**src/rtl/tt_scan.sv**
```systemverilog
// Exhaustive truth-table scanner for a 4-input combinational block: steps {a,b,c,d}
// through 0..15, captures the response per vector and compares it against a latched expectation.
module tt_scan #(
    parameter int unsigned SETTLE = 1
) (
    input  logic        i_clk,
    input  logic        i_rst_n,
    input  logic        i_start,
    input  logic        i_f_in,
    input  logic [15:0] i_expect,
    output logic        o_a,
    output logic        o_b,
    output logic        o_c,
    output logic        o_d,
    output logic        o_busy,
    output logic        o_done,
    output logic [15:0] o_table,
    output logic        o_match,
    output logic [3:0]  o_err_idx
);

    localparam logic [1:0] S_IDLE   = 2'd0;
    localparam logic [1:0] S_HOLD   = 2'd1;
    localparam logic [1:0] S_SAMPLE = 2'd2;
    localparam logic [1:0] S_DONE   = 2'd3;

    localparam logic [3:0] SETTLE_LD = 4'(SETTLE);

    logic [1:0]  r_state;
    logic [3:0]  r_idx;
    logic [3:0]  r_cnt;
    logic [15:0] r_exp;
    logic [15:0] r_table;
    logic        r_busy;
    logic        r_done;
    logic        r_match;
    logic [3:0]  r_err_idx;

    logic [15:0] w_table_nxt;
    logic [15:0] w_diff;
    logic [3:0]  w_err_idx;
    logic        w_found;

    always_comb begin
        w_table_nxt        = r_table;
        w_table_nxt[r_idx] = i_f_in;
    end

    assign w_diff = w_table_nxt ^ r_exp;

    always_comb begin
        w_err_idx = '0;
        w_found   = 1'b0;
        for (int unsigned i = 0; i < 16; i++) begin
            if (w_diff[i] && !w_found) begin
                w_err_idx = 4'(i);
                w_found   = 1'b1;
            end
        end
    end

    always_ff @(posedge i_clk or negedge i_rst_n) begin
        if (!i_rst_n) begin
            r_state   <= S_IDLE;
            r_idx     <= '0;
            r_cnt     <= '0;
            r_exp     <= '0;
            r_table   <= '0;
            r_busy    <= 1'b0;
            r_done    <= 1'b0;
            r_match   <= 1'b0;
            r_err_idx <= '0;
        end else begin
            r_done <= 1'b0;
            case (r_state)
                S_IDLE: begin
                    if (i_start) begin
                        r_state <= S_HOLD;
                        r_idx   <= '0;
                        r_table <= '0;
                        r_exp   <= i_expect;
                        r_busy  <= 1'b1;
                        r_cnt   <= SETTLE_LD;
                    end
                end
                S_HOLD: begin
                    if (r_cnt <= 4'd1) begin
                        r_state <= S_SAMPLE;
                    end
                    r_cnt <= r_cnt - 4'd1;
                end
                S_SAMPLE: begin
                    r_table <= w_table_nxt;
                    if (r_idx != 4'd15) begin
                        r_idx   <= r_idx + 4'd1;
                        r_cnt   <= SETTLE_LD;
                        r_state <= S_HOLD;
                    end else begin
                        // Result computed from the final sample so match/err_idx are valid alongside done.
                        r_state   <= S_DONE;
                        r_done    <= 1'b1;
                        r_match   <= (w_diff == 16'h0000);
                        r_err_idx <= w_err_idx;
                    end
                end
                S_DONE: begin
                    r_state <= S_IDLE;
                    r_busy  <= 1'b0;
                end
                default: r_state <= S_IDLE;
            endcase
        end
    end

    assign {o_a, o_b, o_c, o_d} = r_idx;
    assign o_busy    = r_busy;
    assign o_done    = r_done;
    assign o_table   = r_table;
    assign o_match   = r_match;
    assign o_err_idx = r_err_idx;

endmodule

```
**config.mk**
```make
export PLATFORM = sky130hd
export DESIGN_NAME = tt_scan
export DESIGN_NICKNAME = d
export VERILOG_FILES = /design/src/rtl/tt_scan.sv
export SDC_FILE = /design/constraint.sdc
export NUM_CORES = 1
export LEC_CHECK = 0
export ABC_AREA = 1
export CAP_MARGIN = 10
export CORE_MARGIN = 5
export CORE_UTILIZATION = 44
export DETAILED_ROUTE_END_ITERATION = 10
export GPL_TIMING_DRIVEN = 0
export PLACE_DENSITY_LB_ADDON = 0.15
export SYNTH_ARGS = -nofsm -noshare
export SYNTH_HDL_FRONTEND = slang
export SYNTH_SLANG_ARGS = --single-unit
```
**constraint.sdc**
```tcl
create_clock -name i_clk -period 2.7 [get_ports i_clk]
set_input_delay 0.27 -clock i_clk [delete_from_list [all_inputs] [get_ports i_clk]]
set_output_delay 0.27 -clock i_clk [all_outputs]
set_load 0.02 [all_outputs]
```
==> metrics list, run 1 <==
- Final design utilization: ~55%
* Gate Count Post-Synth: 417
* IR Drop Worst-Case VDD: 402 uV
- Summed over all layers, the routed wires come to approximately 8000 microns.
* Placeable core region: between 6000 and 7000 sq um
- X dimension of the die: 93.9 microns
- Yosys mapped a number of flops with a built-in enable equal to 0.
- Average size of a mapped cell: 7.43 sq um
- Cells with a size suffix above 1 make up between 10% and 20% of the layout.
- Full die area: 8820 sq um
* Vias post-DR: around 2900
- Synthesized cell area: 3100 sq um
- Nets: 497
- Cells along the critical path: inv_1, ha_1, buf_2, nand2_1, nand2_1, nand3_1, nand2_1, nand2_1, inv_1, nand2_1, nor2_4, nand2_4, nor2_4, nand3_1, nand2_1, nor2_1, nor2_1
- The tree is rooted in a sky130_fd_sc_hd__clkbuf_8.
- Via count normalized by instance count: 5.08
- Entering global routing, the biggest net connects 28 pins.
* Clock latency at the later pin of the worst-skew pair: 0.31 ns
- The flow ran to the end, and the final reports show no timing, DRC or antenna violations.
- On the worst path, the slowest cell contributes a delay of 0.44 ns.
- Die Y: 93.9 microns
- Endpoint required time on the critical path: just under 3 ns
- By instance count, the leading cell after synthesis is sky130_fd_sc_hd__nand2_1.
* Total of flip-flops plus latches after synthesis: 49
- Count of antenna diodes in the layout: 0
- Clock Tree Buf Depth: 2
- Post-synthesis cell type with the largest combined area: sky130_fd_sc_hd__dfrtp_1
- The number of global-route vias before repair came to 2796.
- After detailed routing, the number of remaining DRC violations is 0.
* Accumulated negative setup slack: 0 ns
- Number of synthesis warnings: 0
- Initial antenna violation count: 0
* Top post-synthesis cells by count: sky130_fd_sc_hd__nand2_1 (100), sky130_fd_sc_hd__nand3_1 (69), sky130_fd_sc_hd__inv_1 (53)
- Std cell rows: 30
- Startpoint type of the worst setup path: flop
- Category of the critical setup timing path: reg -> reg
* Final setup fails: 0
- 47 I/O pins were placed.
- Post CTS Setup Buffer Count: 0
- The wire-length estimate of the detail-placed layout is roughly 6000 microns.
* LEAKAGE: 1.77 nW
- Area contributors post-synth: sky130_fd_sc_hd__dfrtp_1 (40%), sky130_fd_sc_hd__nand2_1 (12%), sky130_fd_sc_hd__nand3_1 (11%)
* CTS HTree Levels: 2
- STA classifies the critical path endpoint as a flop.
* Initial core utilization: a little under half
- Overall Global Routing Usage: 19.3%
- TritonCTS created 5 clock buffers.
- Sequential fraction of the synthesis area: roughly two fifths
- After the first detailed-routing iteration, the DRC count stood at 153.
- The count of final hold-check violations is 0.
* PortBufs: 45
* Fin Clk Skew: 0.00944 ns
- Setup repair after global routing left no endpoint under its margin.
- Crit-path max FO: 8
- Total overflow reported by the global router: 0
- After clock tree synthesis, the clock-pin slew on the worst setup and hold paths is 0.10 ns.
* Fin Hold WS: 0.374 ns
- Average detailed-routed wire length per instance: 14.2 microns
- The congestion estimate from routability-driven global placement came to approximately 0.87.
* Worst hold path type: in -> reg
* Total iterations of the first detailed-routing run: 5
- TritonCTS clock tree: done
- Data arrives at the worst endpoint at 2.52 ns.
- The number of nets handed over by synthesis was approximately 440.
- Number of maximum-capacitance constraint violations: 0
- Total power divided by cell area: between 800 and 900 nW/um^2
* Cell repeated most along the worst path: sky130_fd_sc_hd__nand2_1
- The first global-routing pass estimated between 10000 and 15000 microns of wire.
- The slowest stage of the critical path is the sky130_fd_sc_hd__dfrtp_1 cell.
* Asr flop ratio synth: 100%
- Summed over its instances, the top area cell type makes up 39.6% of the synthesized netlist area.
- Slew Viols, Final: 0
- The most used flip-flop cell after synthesis is sky130_fd_sc_hd__dfrtp_1.
* Maximum clock frequency: ~440 MHz
* Antenna-violating nets left: 0
* Synth unique cells: 30
* Area added between synthesis and finish: 22.0%
- For this design, the sink count on the clock tree is between 40 and 50.
* Tcrit/Tclk final: 84.2%
- Counting I/O delays and the setup requirement, the final critical path takes 2.27 ns.
- Measured against its own limit, the worst slew margin works out to 54.6%.
* Slew at the pin closest to its max-slew limit: 0.682 ns
-- placed cells by master, fill, tap and decap left out, types with 2 or more instances in the layout --
master / count
sky130_fd_sc_hd__nand2_1: 100
sky130_fd_sc_hd__nand3_1: 69
sky130_fd_sc_hd__inv_1: 53
sky130_fd_sc_hd__dfrtp_1: 49
sky130_fd_sc_hd__clkdlybuf4s50_1: 44
sky130_fd_sc_hd__o21ai_0: 32
sky130_fd_sc_hd__nor2_1: 28
sky130_fd_sc_hd__o22ai_1: 9
sky130_fd_sc_hd__nand4_1: 8
sky130_fd_sc_hd__buf_6: 7
sky130_fd_sc_hd__nand2_2: 6
sky130_fd_sc_hd__buf_2: 6
sky130_fd_sc_hd__nand3_2: 6
sky130_fd_sc_hd__ha_1: 6
sky130_fd_sc_hd__clkbuf_1: 5
sky130_fd_sc_hd__nor2_4: 5
sky130_fd_sc_hd__xor2_1: 5
sky130_fd_sc_hd__clkbuf_8: 5
sky130_fd_sc_hd__o21ai_2: 3
sky130_fd_sc_hd__nor2_2: 3
sky130_fd_sc_hd__inv_4: 2
sky130_fd_sc_hd__o21ai_1: 2
sky130_fd_sc_hd__nand4_2: 2
sky130_fd_sc_hd__a21oi_1: 2
sky130_fd_sc_hd__xnor2_1: 2
sky130_fd_sc_hd__nor3_1: 2
-- sequential cells by signal, summed over array words and instances, names as in the netlist --
register	count
o_table	16
r_exp	16
o_err_idx	4
r_cnt	4
r_idx	4
r_state	2
o_busy	1
o_done	1
o_match	1
-- final cells by class --
class / instances / area (sq um)
plain buffers: 18 / 130
clock buffers: 5 / 68.8
clock inverters: 2 / 16.3
fillers: 670 / 3050
inverters: 56 / 215
multi-input cells: 294 / 1530
flip-flops and latches: 49 / 1230
well taps: 96 / 120
repair buffers: 47 / 475
-- final timing paths --
| check | slack [ns] | cells after the start | end | from |
|---|---|---|---|---|
| max in group asynchronous | 1.68 | 3 | r_exp[8] | i_rst_n |
| worst max-delay path | 0.43 | 17 | o_err_idx[2] | r_idx[0] |
| worst max register to register | 0.43 | 17 | o_err_idx[2] | r_idx[0] |
| worst min register to register | 0.49 | 2 | o_busy | o_busy |
| worst min-delay path | 0.37 | 5 | o_table[1] | i_f_in |
| min in group asynchronous | 0.49 | 2 | r_exp[4] | i_rst_n |
-- worst max-delay path: cells and delay by family (launching register included) --
kind | cells | cell delay [ns]
adders and majority gates | 1 | 0.17
buffers and inverters | 3 | 0.41
DFF | 1 | 0.44
and+or+nand+nor | 13 | 1.19
-- logic make-up after synthesis --
logic type / synth area share, %
AO/OA/AOI/OAI: 9.00
AND/OR/NAND/NOR: 35.9
flip-flops: 39.6
adder cells (fa/ha/maj): 2.42
XOR/XNOR: 1.98
buffers and inverters: 11.1
-- power by group --
part           switching [mW]  internal [mW]
registers               0.140          0.938
clock network           0.266          0.180
logic                    1.05          0.539
-- per-layer routing --
metal  global-route usage [%]  vias to the layer above  routed length (microns)
met5                        0                        -                        0
met4                     5.54                        0                       97
met3                     2.96                        9                      304
met2                     31.9                       73                     3830
met1                     26.1                     1342                     3800
li1                         -                     1458                        -
-- metrics by stage --
stage / power [mW] / worst slack (ns) / cells / area [sq um]
6_report: 3.11 / 0.425 / 567 / 3780
2_1_floorplan: 2.19 / 0.624 / 417 / 3100
3_5_place_dp: 2.68 / 0.271 / 559 / 3680
3_3_place_gp: 2.64 / -0.206 / 558 / 3670
5_1_grt: 3.39 / 0.145 / 567 / 3780
4_1_cts: 3.13 / 0.422 / 567 / 3780
-- timing repair --
action                                 CTS  global route
endpoints found under the hold margin   22             0
gates resized for setup                  0             0
hold buffers                             1             0
Note: power is estimated with default switching activity, not from simulation.
==> run 2: changes to the inputs <==
Clock period 2.7 ns to 2.4 ns, I/O delays scaled along.
==> run 2 against run 1 <==
Against the previous run: clock skew rose by 0.00092 ns; flip-flop and latch count did not move; sequential power rose by 12%; sequential share of layout area fell by 0.53 points; clock power rose by 13%; critical path depth fell by 11; final area rose by 1.7%; maximum frequency rose by 3.1%.
==> metrics list, run 2 (synthesized netlist as in run 1, its figures left out) <==
- Max-slew headroom: between 50% and 60%
- In this run the static leakage power is around 1.8 nW.
* Fin Clk Skew: just over 0.01 ns
- Post-route DRC violation count: 0
- VDD sags by at most between 400 and 500 uV.
- Vias in the first global route: 2796
- Overall Global Routing Usage: 19.3%
- Min Tclk post-route: 2.21 ns
* Grt peak-use layer: met2
* TritonCTS clock tree: done
- Entering global routing, the biggest net connects 28 pins.
- Average detailed-routed wire length per instance: 14.3 microns
- After the flow finishes, the layout carries non-filler instances totaling 572.
- Most frequent cells in the layout: sky130_fd_sc_hd__nand2_1 (99), sky130_fd_sc_hd__nand3_1 (68), sky130_fd_sc_hd__inv_1 (51)
* CTS clock-pin slew for the worst setup and hold paths: 0.10 ns
- The placed instances occupy a cell area of roughly 3700 sq um.
- Along the worst path, the maximum fanout reaches 10.
* Clock Tree Buf Depth: 2
- Number of ports placed on the die boundary: 47
* Total CTS buffers: 5
* Final design area excluding fillers: 3840 sq um
- Detailed routing inserted a total of between 2000 and 3000 vias.
- Fill cell total of the finished layout: ~660
* Met3 routing resource usage after global routing: 2.96%
- Count of antenna diodes in the layout: 0
* Full die area: 8820 sq um
* Routability congestion estimate from global placement: ~0.87
- Before antenna repair, the detailed router went through 7 iterations.
* Initial core utilization: 45.4%
- For met1 alone, demand over resource in global routing was 26.1%.
- Delay of the slowest critical-path stage: 0.55 ns
* X dimension of the die: ~94 microns
- For this run, the top clock speed supported by timing is 453 MHz.
- The multi-input combinational cells in the finished layout cover a total of 1540 sq um.
- In this run the remaining antenna-violating nets after routing total 0.
- Total overflow reported by the global router: 0
- Together, buffers and inverters on the worst path number 3.
- The net count of the finished layout is 502.
- PortBufs: 45
- Std cell rows: 30
- Category of the critical setup timing path: reg -> reg
* Clock latency at the later pin of the worst-skew pair: 0.31 ns
* Drt first-iter violations: 193
- Area occupied by registers: roughly 1200 sq um
* Via count normalized by instance count: 5.15
- Slew at the pin closest to its max-slew limit: 0.708 ns
* First-pass GRT wire length: roughly 13000 microns
- Slew Viols, Final: 0
- Cell repeated most along the worst path: sky130_fd_sc_hd__clkbuf_1
- Cells along the critical path: nor2_1, nand2_1, inv_1, clkbuf_1, clkbuf_1, o21ai_0
- The number of placed instances, taps included, is 559.
- The min-delay analysis places its worst path in the category in -> reg.
* Fraction of layout cells with a size suffix above 1: around an eighth
* Met2 Resource Use GR: 31.9%
- Critical Path End Type: flop
* Commonest non-fill, non-tap cell in the layout: sky130_fd_sc_hd__nand2_1
- Worst path top cell family by delay: buffers and inverters
* Final Hold Viols: 0
- Of the available clock period, the critical path in the final layout requires approximately nine tenths.
- The run finished with clean final reports.
* Final setup fails: 0
- Area added between synthesis and finish: 24.0%
- Die Y: between 90 and 100 microns
* Number of maximum-capacitance constraint violations: 0
* Placeable core region: between 6000 and 7000 sq um
* Endpoint required time on the critical path: 2.56 ns
- Startpoint type of the worst setup path: flop
- Drt total wl: 8150 microns
- Total number of clock tree sinks: 49
- Master of the slowest instance on the critical path: sky130_fd_sc_hd__clkbuf_1
- Half-perimeter wire length of the detailed placement result: 5990 microns
* Cell at the root of the clock tree: sky130_fd_sc_hd__clkbuf_8
* Initial antenna violation count: 0
- Total power consumption of the routed design: 3.61 mW
* Total power divided by cell area: 939 nW/um^2
- Arrival @ worst endpoint: 2.37 ns
- In this run the number of H-tree levels came out at 2.
run 2: worst min-delay path, stage by stage:
cell and delay [ns]:
sky130_fd_sc_hd__buf_6 0.10, sky130_fd_sc_hd__inv_2 0.06, sky130_fd_sc_hd__nand3_2 0.07, sky130_fd_sc_hd__nand3_1 0.07, sky130_fd_sc_hd__o21ai_0 0.07
run 2: path summary, 6_finish.rpt:
path,start,to,slack (ns),depth (start not counted)
min in group asynchronous,i_rst_n,r_exp[0],0.46,2
hold / removal,i_f_in,o_table[1],0.34,5
setup reg to reg,r_state[0],r_exp[5],0.19,6
max in group asynchronous,i_rst_n,r_exp[8],1.40,3
hold reg to reg,o_busy,o_busy,0.49,2
setup / recovery,r_state[0],r_exp[5],0.19,6
run 2: power by group:
| group | total (mW) | internal [mW] | switching, mW |
|---|---|---|---|
| Sequential | 1.21 | 1.06 | 0.153 |
| Combinational | 1.90 | 0.680 | 1.22 |
| Clock | 0.503 | 0.202 | 0.301 |
| Total | 3.61 | 1.94 | 1.67 |
run 2: routing by layer:
metal,vias up,part of all wire [%]
met2,94,48
met3,11,5.1
li1,1467,-
met5,-,0
met1,1371,46
met4,0,1.3
run 2: area by class of cell:
class                      instances  area share [%]
buffer                            18            3.78
multi-input combinational        294            40.0
clock inverter                     2           0.423
timing repair buffer              52            13.4
sequential                        49            31.9
tap                               96            3.13
inverter                          56            5.60
clock buffer                       5            1.79
run 2: repair_timing:
item                                    4_1_cts  5_1_grt
hold endpoints to repair                     22        0
endpoints found under the setup margin        0        5
setup buffers                                 0        5
hold buffers                                  1        0
gates resized for setup                       0       13
run 2: per-stage QoR:
step	worst slack, ns	hold WS, ns	util (%)	TNS [ns]
floorplan	0.324	-0.0556	-	0
global placement	-0.476	0.472	53.7	-23.16
detailed placement	0.00148	0.265	53.9	0
CTS	0.122	0.342	55.3	0
global route	-0.00317	0.369	56.2	-0.00317
finish	0.193	0.343	56.2	0
